===== src/rtl/demux_rr_n.sv =====
// demux_rr_n: parametrised 1-to-NUM_OUT demultiplexer for the receive datapath.
// One valid/ready input stream is distributed over NUM_OUT one-entry lane
// registers, either round-robin (modo=0) or steered by sel_entrada (modo=1).
// Each lane pops independently through its own ready_salida bit.
// Optional feature macro: DEMUX_STALL_CNT_EN adds a saturating stall counter
// output cnt_stall[15:0]. The default build leaves it out.
module demux_rr_n #(
  parameter  int WIDTH   = 8,
  parameter  int NUM_OUT = 4,
  localparam int SEL_W   = $clog2(NUM_OUT)
) (
  input  logic                     clk_f,
  input  logic                     reset,
  input  logic [WIDTH-1:0]         entrada,
  input  logic                     valid_entrada,
  output logic                     ready_entrada,
  input  logic                     modo,
  input  logic [SEL_W-1:0]         sel_entrada,
  output logic [NUM_OUT*WIDTH-1:0] salida,
  output logic [NUM_OUT-1:0]       valid_salida,
  input  logic [NUM_OUT-1:0]       ready_salida,
  output logic [SEL_W-1:0]         ptr_rr
`ifdef DEMUX_STALL_CNT_EN
  ,
  output logic [15:0]              cnt_stall
`endif
);

  // Lane storage: packed so lane i sits at bits [i*WIDTH +: WIDTH].
  logic [NUM_OUT-1:0][WIDTH-1:0] data_q;
  logic [NUM_OUT-1:0][WIDTH-1:0] data_d;
  logic [NUM_OUT-1:0]            valid_q;
  logic [NUM_OUT-1:0]            valid_d;
  logic [SEL_W-1:0]              ptr_q;
  logic [SEL_W-1:0]              ptr_d;

  logic [SEL_W-1:0]              target_s;
  logic [NUM_OUT-1:0]            pop_s;
  logic                          ready_in_s;
  logic                          accept_s;

  // Target lane selection, per-lane pop and input handshake.
  // ready_in_s is combinational from modo/sel_entrada/ready_salida so a lane
  // being drained can be refilled in the same cycle.
  always_comb begin
    target_s   = ptr_q;
    pop_s      = valid_q & ready_salida;
    ready_in_s = 1'b0;
    accept_s   = 1'b0;
    if (modo) begin
      target_s = sel_entrada;
    end else begin
      target_s = ptr_q;
    end
    ready_in_s = ~valid_q[target_s] | ready_salida[target_s];
    accept_s   = valid_entrada & ready_in_s;
  end

  // Next lane contents: pops clear valid, an accepted word loads the target
  // lane (overriding a simultaneous pop). Popped data is left in place.
  always_comb begin
    data_d  = data_q;
    valid_d = valid_q & ~pop_s;
    for (int i = 0; i < NUM_OUT; i++) begin
      if (accept_s && (target_s == SEL_W'(i))) begin
        data_d[i]  = entrada;
        valid_d[i] = 1'b1;
      end else begin
        data_d[i]  = data_q[i];
      end
    end
  end

  // Round-robin pointer advances only on accepted words in round-robin mode;
  // NUM_OUT is a power of two so the natural wrap of SEL_W bits is exact.
  always_comb begin
    ptr_d = ptr_q;
    if (accept_s && !modo) begin
      ptr_d = ptr_q + SEL_W'(1);
    end else begin
      ptr_d = ptr_q;
    end
  end

  // Lane and pointer state registers; reset discards any held words.
  always_ff @(posedge clk_f or negedge reset) begin
    if (!reset) begin
      data_q  <= '0;
      valid_q <= '0;
      ptr_q   <= '0;
    end else begin
      data_q  <= data_d;
      valid_q <= valid_d;
      ptr_q   <= ptr_d;
    end
  end

  assign ready_entrada = ready_in_s;
  assign salida        = data_q;
  assign valid_salida  = valid_q;
  assign ptr_rr        = ptr_q;

`ifdef DEMUX_STALL_CNT_EN
  logic [15:0] cnt_stall_q;
  logic [15:0] cnt_stall_d;

  // Count cycles where the source offers a word that cannot be taken,
  // saturating at all-ones.
  always_comb begin
    cnt_stall_d = cnt_stall_q;
    if (valid_entrada && !ready_in_s && (cnt_stall_q != 16'hFFFF)) begin
      cnt_stall_d = cnt_stall_q + 16'd1;
    end else begin
      cnt_stall_d = cnt_stall_q;
    end
  end

  // Stall counter register.
  always_ff @(posedge clk_f or negedge reset) begin
    if (!reset) begin
      cnt_stall_q <= 16'h0000;
    end else begin
      cnt_stall_q <= cnt_stall_d;
    end
  end

  assign cnt_stall = cnt_stall_q;
`endif

endmodule


===== config.mk =====
export PLATFORM = sky130hd
export DESIGN_NAME = demux_rr_n
export DESIGN_NICKNAME = d
export VERILOG_FILES = /design/src/rtl/demux_rr_n.sv
export SDC_FILE = /design/constraint.sdc
export NUM_CORES = 1
export LEC_CHECK = 0
export CAP_MARGIN = 25
export CORE_ASPECT_RATIO = 1.1
export CORE_MARGIN = 2
export CORE_UTILIZATION = 25
export DETAILED_ROUTE_END_ITERATION = 10
export GPL_TIMING_DRIVEN = 0
export SYNTH_ARGS = -nofsm -noshare
export SYNTH_HDL_FRONTEND = slang
export SYNTH_SLANG_ARGS = --single-unit

===== constraint.sdc =====
create_clock -name clk_f -period 2.4 [get_ports clk_f]
set_clock_uncertainty 0.1 [all_clocks]
set_input_delay 0.48 -clock clk_f [delete_from_list [all_inputs] [get_ports clk_f]]
set_output_delay 0.48 -clock clk_f [all_outputs]
set_load 0.005 [all_outputs]

**After elaboration in Yosys (flattened, before gate mapping)**

Index checks and enable logic that the tools add are counted.

- Bits in registers: 38
- Bits of input ports: 18
- Output and inout bits: 39
- Word-level logic and storage cells: 33

- Add/subtract/negate cells: 1
- Order comparisons: 1
- Equal/unequal tests: 3
- Mux-type cells: 9
- Bitwise gates (word level): 6
- Reduce and logical (&&, ||, !) cells: 7

Operators by type and width:

| cell | number |
|---|---|
| 4-bit AND | 2 |
| 1-bit 2-to-1 mux | 6 |
| 1-bit logical AND | 5 |
| 1-bit binary-select mux with 2-bit select | 2 |
| 2-bit == test (second input constant) | 2 |
| 4-bit NOT | 1 |
| 2-bit by 3-bit < comparator with 1-bit output (second input constant) | 1 |
| 2-bit by 1-bit adder with 2-bit output (second input constant) | 1 |
| 2-bit by 1-bit == test with 1-bit output (second input constant) | 1 |
| 2-bit logical NOT | 1 |
| 2-bit 2-to-1 mux | 1 |
| 1-bit AND | 1 |
| 1-bit logical NOT | 1 |
| 1-bit NOT | 1 |
| 1-bit bitwise OR | 1 |

**Depth between registers and ports, before layout**

Gate-level depths: netlist (run 1).

- Word-level depth: 8
- Mapped depth: 5
- Mapped depth without buffers: 4

**Worst setup path after synthesis (run 1)**

OpenSTA, ideal clock, no wires.

- Path type: input -> output
- Start point: input port modo
- End point: output port ready_entrada
- Arrival: 1.293 ns
- Required time: 1.820 ns
- Setup slack: 0.527 ns
- Stages on the path: 4
- Path buffers: 1
- Path through: buf_6 -> mux2_2 -> mux2i_1 -> mux2i_1

- Word-level cells in the longest chain between the ends: 5
- Elaborated cells between the ends (all ways): 7
- Classes of those cells: mux: 5; bitwise: 2

Ends and longest elaborated chain:

| item | RTL line | RTL |
|---|---|---|
| from (decl) | 17 | `input logic modo,` |
| 2-bit 2-to-1 mux (*) | 50 | `if (modo) begin` |
| 1-bit binary-select mux with 2-bit select | 55 | `ready_in_s = ~valid_q[target_s] \| ready_salida[target_s];` |
| 1-bit 2-to-1 mux (not written as such) | 55 |  |
| 1-bit NOT | 55 |  |
| 1-bit bitwise OR (*) | 55 |  |
| to (decl) | 16 | `output logic ready_entrada,` |

Mark *: on every way between the ends. The rest lies on a longest branch, timed or not. The select of a mux whose other input is x is not followed.

**Worst setup path after layout (run 1)**

- Start point: input port ready_salida[0]
- End point: output port ready_entrada

- Word-level cells in the longest chain between the ends: 3

Ends and longest elaborated chain:

| item | RTL line | RTL |
|---|---|---|
| from (decl) | 21 | `input logic [NUM_OUT-1:0] ready_salida,` |
| 1-bit binary-select mux with 2-bit select | 55 |  |
| 1-bit 2-to-1 mux (not written as such) | 55 |  |
| 1-bit bitwise OR | 55 |  |

Every way passes these cells. The select of a mux whose other input is x is not followed.

==> results of run 1 <==
==> through the flow <==
step | worst slack [ns] | TNS, ns | total power (W)
5_1_grt | 0.0272 | 0 | 0.00296
3_5_place_dp | -0.347 | -0.347 | 0.00235
6_report | 0.117 | 0 | 0.00279
2_1_floorplan | 0.527 | 0 | 0.00156
4_1_cts | 0.119 | 0 | 0.00284
3_3_place_gp | -0.314 | -0.412 | 0.00228
==> registers in the layout, summed over array words and instances, names as in the netlist <==
| name | count |
|---|---|
| salida | 32 |
| valid_salida | 4 |
| ptr_rr | 2 |
==> per-layer routing <==
layer  vias to the layer above  wire length [um]  GRT usage, %
met5                         -                 0             0
met4                         0               114          6.01
met3                        10               249          4.18
met2                        45              2200          22.4
met1                       552              1510          13.0
li1                        486                 -             -
==> where the power goes <==
group | internal [W] | switching (W) | leakage [nW]
clock network | 0.000232 | 0.000209 | 0.0482
logic | 0.000835 | 0.000384 | 0.496
registers | 0.000945 | 0.000188 | 0.456
==> cells by family (layout without fill, tap and decap cells) <==
kind of cell / Yosys count / in the layout
muxes: 39 / 39
DFF: 38 / 38
and+or+nand+nor: 16 / 16
AOI/OAI and AO/OA: 5 / 5
buffers and inverters: 2 / 67
==> layout by cell type (no fill, tap or decap), drive strengths merged <==
cell type,n
nand2b,5
nand4,4
mux2,34
dfrtp,38
nand4b,1
clkinv,1
a21oi,1
nand3b,1
and2b,1
o31ai,1
buf,6
a21o,1
dlygate4sd2,2
clkdlybuf4s50,51
o21ai,1
clkbuf,7
o211ai,1
nand2,4
mux2i,5
==> critical path, stage by stage <==
cell,delay (ns)
clkdlybuf4s50_1,0.40
nand2b_1,0.21
mux2i_1,0.22
mux2i_1,0.12
dlygate4sd2_1,0.27
==> path summary, 6_finish.rpt <==
check                                 from  cells past startpoint  slack [ns]             to
setup / recovery           ready_salida[0]                      5        0.12  ready_entrada
hold / removal                       reset                      1        0.20      ptr_rr[1]
setup reg to reg                 ptr_rr[0]                      4        0.64     salida[10]
hold reg to reg                 salida[13]                      1        0.41     salida[13]
max in group asynchronous            reset                      1        1.47     salida[26]
min in group clk_f              salida[13]                      1        0.41     salida[13]
==> layout make-up <==
cell class / count / share of cell area, %
Timing Repair Buffer: 57 / 23.3
Tap cell: 80 / 4.20
Sequential cell: 38 / 39.9
Buffer: 2 / 0.787
Clock inverter: 1 / 0.210
Multi-Input combinational cell: 60 / 28.1
Clock buffer: 7 / 3.62
==> timing repair <==
| action | 4_1_cts | 5_1_grt |
|---|---|---|
| setup endpoints to repair | 1 | 0 |
| hold buffers | 0 | 0 |
| resized for setup | 7 | 0 |
| setup buffers | 3 | 0 |
==> results_tabular.tex, run 1 <==
\begin{tabular}{lr}
\hline
Metric & Value \\
\hline
\multicolumn{2}{l}{\textbf{Flow run}} \\
Max-cap violations & 0 \\
\multicolumn{2}{l}{\textbf{Floorplan}} \\
Floorplan Core Area & a little over 6000 sq um \\
Starting density of the core & 26.0\% \\
Die Ht & 88.4 um \\
Area of the die & $\sim$7100 sq um \\
Io pins & 57 \\
Cell Rows & 30 \\
Die Width & just over 80 um \\
\multicolumn{2}{l}{\textbf{Placement}} \\
Detailed-placement wirelength estimate & just under 3000 um \\
Total placed cells including tap cells & between 200 and 250 \\
Area after DPL & between 2000 and 2500 sq um \\
Buffers on Ports & 54 \\
Routability Congestion & approximately 0.72 \\
\multicolumn{2}{l}{\textbf{Timing}} \\
Worst slew margin & $\sim$44\% \\
Hold Vio Cnt, Final & 0 \\
Final Cycle Share & a little over nine tenths \\
Setup repair after global routing missed its margin & no \\
Number of pins with negative max-slew slack in the final report & 0 \\
Maximum achievable frequency & 438 MHz \\
Worst-Margin Slew & 0.834 ns \\
Minimum period implied by the final worst setup slack & approximately 2.3 ns \\
\# setup viols final & 0 \\
Hold WS & approximately 0.20 ns \\
\multicolumn{2}{l}{\textbf{Drt}} \\
Total wire length & roughly 4100 um \\
Post-DRT Antenna Nets & 0 \\
Total iterations of the first detailed-routing run & 4 \\
Via density & between 4 and 5 \\
Drt wl/cell & roughly 17 um \\
Detailed Route Iter0 Violations & 19 \\
Vias & around 1100 \\
DRC violation count after routing & 0 \\
\multicolumn{2}{l}{\textbf{Pwr}} \\
Worst VDD drop & 0.000472 V \\
Leakage power figure & roughly 1 nW \\
Power per unit of standard cell area & between 1000 and 1500 nW/um\^{}2 \\
\multicolumn{2}{l}{\textbf{CTS}} \\
Number of buffers created by CTS & 5 \\
\# clock sinks & 38 \\
CTS root buf & clkbuf\_8 \\
Number of H-tree levels & 2 \\
Clock latency on the worst-skew pair & 0.28 ns \\
CTS tree & yes \\
Clock-pin slew reported for the worst setup and hold paths after clock tree synthesis & roughly 0.07 ns \\
Maximum buffer depth of the clock tree & 2 \\
\multicolumn{2}{l}{\textbf{Global route}} \\
Total routing resource utilization after global routing & roughly an eighth \\
Number of antenna violations at the first check in global routing & 0 \\
Largest net degree at the start of global routing & 39 \\
Vias in the first global route & 1268 \\
Final global-route overflow total & 0 \\
Wire length of the first global-routing pass & around 6500 um \\
\multicolumn{2}{l}{\textbf{Logic synthesis}} \\
Portion of synthesized cell area occupied by the leading cell type & around 59\% \\
Simple-Gate Fraction of Synth Area & 9.58\% \\
Sequential share of the synthesized area & about three fifths \\
Share of synthesized cell area in full adder, half adder and majority cells & 0\% \\
Main area contributors after synthesis & dfrtp\_1 59\%, mux2\_2 23\%, nand4\_4 5.3\% \\
Post-synthesis instance total & 100 \\
Most numerous cell in the Yosys netlist & dfrtp\_1 \\
Compound-Gate Fraction of Synth Area & approximately 2\% \\
Most area-hungry cell type in the Yosys netlist & dfrtp\_1 \\
EDFF count, synth & 0 \\
Syn Std Cell Area & about 1600 sq um \\
Fraction of registers with async set or reset after synthesis & 100\% \\
Mean Syn Cell Area & around 16 sq um \\
Number of synthesized register bits & 38 \\
XOR/XNOR Fraction of Synth Area & 0\% \\
Net count of the mapped netlist & roughly 120 \\
Synth warn & 0 \\
Number of unique standard cell types used by synthesis & 18 \\
Dominant combinational cell family by area after synthesis & multiplexers \\
Most used flip-flop cell after synthesis & dfrtp\_1 \\
Share of cell area taken by muxes after synthesis & around 29\% \\
Most numerous cell types in the synthesized netlist & 38 x dfrtp\_1, 33 x mux2\_2, 5 x nand2b\_1, 4 x nand2\_1, 4 x nand4\_4 \\
\multicolumn{2}{l}{\textbf{Worst setup path}} \\
Required @ worst endpoint & about 1.8 ns \\
Top fanout value on the critical path & 3 \\
Launching element type of the critical path & input port \\
Critical setup path kind & in -> out \\
Worst path arrival time & approximately 1.7 ns \\
Crit path capture type & output port \\
\multicolumn{2}{l}{\textbf{Final layout}} \\
Area of the multi-input gates & around 670 sq um \\
Number of inserted diodes & 0 \\
Filler Cells Inserted & just over 600 \\
Flip-flop and latch area & 951 sq um \\
Filler-free cell count of the finished design & 245 \\
Non-Filler Cell Area, Final & between 2000 and 2500 sq um \\
Final-stage net count & roughly 180 \\
Area Growth Syn to Fin & 47.4\% \\
Final design utilization & 38.3\% \\
Layout cell share with drive strength beyond 1 & roughly 34\% \\
\multicolumn{2}{l}{\textbf{Outcome}} \\
Result of the run & finished, final reports clean \\
\multicolumn{2}{l}{\textbf{Hold path}} \\
Worst min path class & in -> async \\
\hline
\end{tabular}
Note: power is estimated with default switching activity, not from simulation.
==> inputs of run 2 (changes only) <==
- CORE_MARGIN: 2 -> not set
==> results_tabular.tex, run 2 (same netlist as run 1, synthesis figures left out) <==
\begin{tabular}{lr}
\hline
Metric & Value \\
\hline
\multicolumn{2}{l}{\textbf{Outcome}} \\
Result of the run & finished, final reports clean \\
\multicolumn{2}{l}{\textbf{Global route}} \\
Vias in the first global route & 1268 (unchanged) \\
Wire length of the first global-routing pass & 6470 um (+0.11\%) \\
Total routing resource utilization after global routing & 12.9\% (+0.42 points) \\
Final global-route overflow total & 0 (unchanged) \\
Number of antenna violations at the first check in global routing & 0 (unchanged) \\
Largest net degree at the start of global routing & 39 (unchanged) \\
\multicolumn{2}{l}{\textbf{Floorplan}} \\
Floorplan Core Area & 6190 sq um (-0.60\%) \\
Area of the die & 6800 sq um (-4.7\%) \\
Die Width & 78.7 um (-2.5\%) \\
Die Ht & 86.4 um (-2.3\%) \\
Cell Rows & 30 (unchanged) \\
Io pins & 57 (unchanged) \\
Starting density of the core & 26.1\% (+0.16 points) \\
\multicolumn{2}{l}{\textbf{Timing}} \\
Worst slew margin & 45.0\% (+0.65 points) \\
Maximum achievable frequency & 431 MHz (-1.6\%) \\
Minimum period implied by the final worst setup slack & 2.32 ns (+0.0374 ns) \\
Hold WS & 0.188 ns (-0.00669 ns) \\
Worst-Margin Slew & 0.825 ns (-0.00976 ns) \\
\# setup viols final & 0 (unchanged) \\
Final Worst Setup Slack & 0.0798 ns (-0.0374 ns) \\
Hold Vio Cnt, Final & 0 (unchanged) \\
Final Cycle Share & 96.7\% (+1.6 points) \\
Number of pins with negative max-slew slack in the final report & 0 (unchanged) \\
\multicolumn{2}{l}{\textbf{Worst setup path}} \\
Launching element type of the critical path & input port \\
Required @ worst endpoint & 1.82 ns (about the same) \\
Worst path arrival time & 1.74 ns (+0.04 ns) \\
Crit path capture type & output port \\
Critical setup path kind & in -> out \\
Top fanout value on the critical path & 3 (unchanged) \\
\multicolumn{2}{l}{\textbf{Hold path}} \\
Worst min path class & in -> async \\
\multicolumn{2}{l}{\textbf{Drt}} \\
Total wire length & 3980 um (-2.2\%) \\
Drt wl/cell & 16.2 um (-2.2\%) \\
Detailed Route Iter0 Violations & 8 (-11) \\
Via density & 4.38 (-1.7\%) \\
Post-DRT Antenna Nets & 0 (unchanged) \\
DRC violation count after routing & 0 (unchanged) \\
Total iterations of the first detailed-routing run & 2 (-2) \\
Vias & 1074 (-1.7\%) \\
\multicolumn{2}{l}{\textbf{Flow run}} \\
Max-cap violations & 0 (unchanged) \\
\multicolumn{2}{l}{\textbf{CTS}} \\
Maximum buffer depth of the clock tree & 2 (unchanged) \\
Number of buffers created by CTS & 5 (unchanged) \\
\# clock sinks & 38 (unchanged) \\
Number of H-tree levels & 2 (unchanged) \\
Clock-pin slew reported for the worst setup and hold paths after clock tree synthesis & 0.08 ns (about the same) \\
CTS root buf & clkbuf\_8 \\
CTS tree & yes \\
Clock latency on the worst-skew pair & 0.28 ns (about the same) \\
\multicolumn{2}{l}{\textbf{Placement}} \\
Buffers on Ports & 54 (unchanged) \\
Worst setup slack after placement & -0.389 ns (-0.0420 ns) \\
Area after DPL & 2250 sq um (unchanged) \\
Total placed cells including tap cells & 234 (unchanged) \\
Routability Congestion & 0.676 (-6.2\%) \\
Detailed-placement wirelength estimate & 2850 um (-1.2\%) \\
\multicolumn{2}{l}{\textbf{Pwr}} \\
Internal & 0.00209 W (+4.0\%) \\
Reg power frac & 39.2\% (-1.4 points) \\
Worst VDD drop & 0.000559 V (+18\%) \\
Switching power & 0.000800 W (+2.4\%) \\
Power share of the combinational group & 42.3\% (-1.3 points) \\
Switching portion of total power & 27.7\% (-0.31 points) \\
Power per unit of standard cell area & 1200 nW/um\^{}2 (+2.7\%) \\
Clock share of power & 18.5\% (+2.7 points) \\
Leakage power figure & 0.995 nW (-0.54\%) \\
\multicolumn{2}{l}{\textbf{Final layout}} \\
Highest-count cells in the layout ignoring fill and taps & 51 x clkdlybuf4s50\_1, 38 x dfrtp\_1, 31 x mux2\_2, 5 x clkbuf\_8 \\
Number of inserted diodes & 0 (unchanged) \\
Final design utilization & 38.8\% (+0.54 points) \\
Area Growth Syn to Fin & 48.5\% \\
Commonest non-fill, non-tap cell in the layout & clkdlybuf4s50\_1 \\
Flip-flop count of the largest register, all copies and words added & 32 (unchanged) \\
Filler-free cell count of the finished design & 245 (unchanged) \\
Layout cell share with drive strength beyond 1 & 34.5\% (+0.61 points) \\
Final-stage net count & 182 (unchanged) \\
Non-Filler Cell Area, Final & 2400 sq um (+0.79\%) \\
\hline
\end{tabular}
==> run 2: per-stage QoR <==
step,TNS (ns),total power [W]
after floorplan,0,0.00156
after global placement,-0.313,0.00229
after detailed placement,-0.389,0.00235
after CTS,0,0.00293
after global routing,-0.00318,0.00308
final,0,0.00289
==> run 2: power groups by stage <==
stage	Clock, W	Sequential (W)	Combinational (W)
floorplan	0	0.00114	0.000415
global placement	0	0.00112	0.00118
detailed placement	0	0.00115	0.00121
CTS	0.000558	0.00114	0.00124
global route	0.000585	0.00118	0.00132
finish	0.000534	0.00113	0.00122
==> run 2: worst paths after layout <==
| kind | cells past startpoint | startpoint | endpoint | slack [ns] |
|---|---|---|---|---|
| setup / recovery | 5 | ready_salida[0] | ready_entrada | 0.08 |
| hold / removal | 1 | reset | salida[21] | 0.19 |
| setup reg to reg | 4 | ptr_rr[1] | salida[29] | 0.66 |
| hold reg to reg | 1 | salida[9] | salida[9] | 0.41 |
| max in group asynchronous | 1 | reset | valid_salida[2] | 1.49 |
| min in group clk_f | 1 | salida[9] | salida[9] | 0.41 |
==> run 2: final cells by class <==
type	count	area (sq um)
tap	80	100
multi-input combinational	60	669
clock inverter	2	37.5
sequential	38	951
timing repair buffer	57	556
clock buffer	6	72.6
fill	599	3790
buffer	2	18.8
==> run 2: what timing repair did <==
item | CTS | global route
endpoints found under the setup margin | 1 | 1
gates cloned | 0 | 0
buffers inserted | 2 | 1
hold buffers | 0 | 0
gates resized for setup | 5 | 3
==> run 2: critical path: stages <==
cell,delay [ns]
clkdlybuf4s50_1,0.40
nand2b_1,0.23
mux2i_2,0.24
mux2i_1,0.12
dlygate4sd2_1,0.28
==> run 2: metal layers <==
layer | wire length [um] | share of wire [%] | global-route usage, %
met4 | 23 | 0.58 | 3.54
met5 | 0 | 0 | 0
met1 | 1440 | 36 | 12.7
met3 | 333 | 8.4 | 5.26
met2 | 2180 | 55 | 24.5
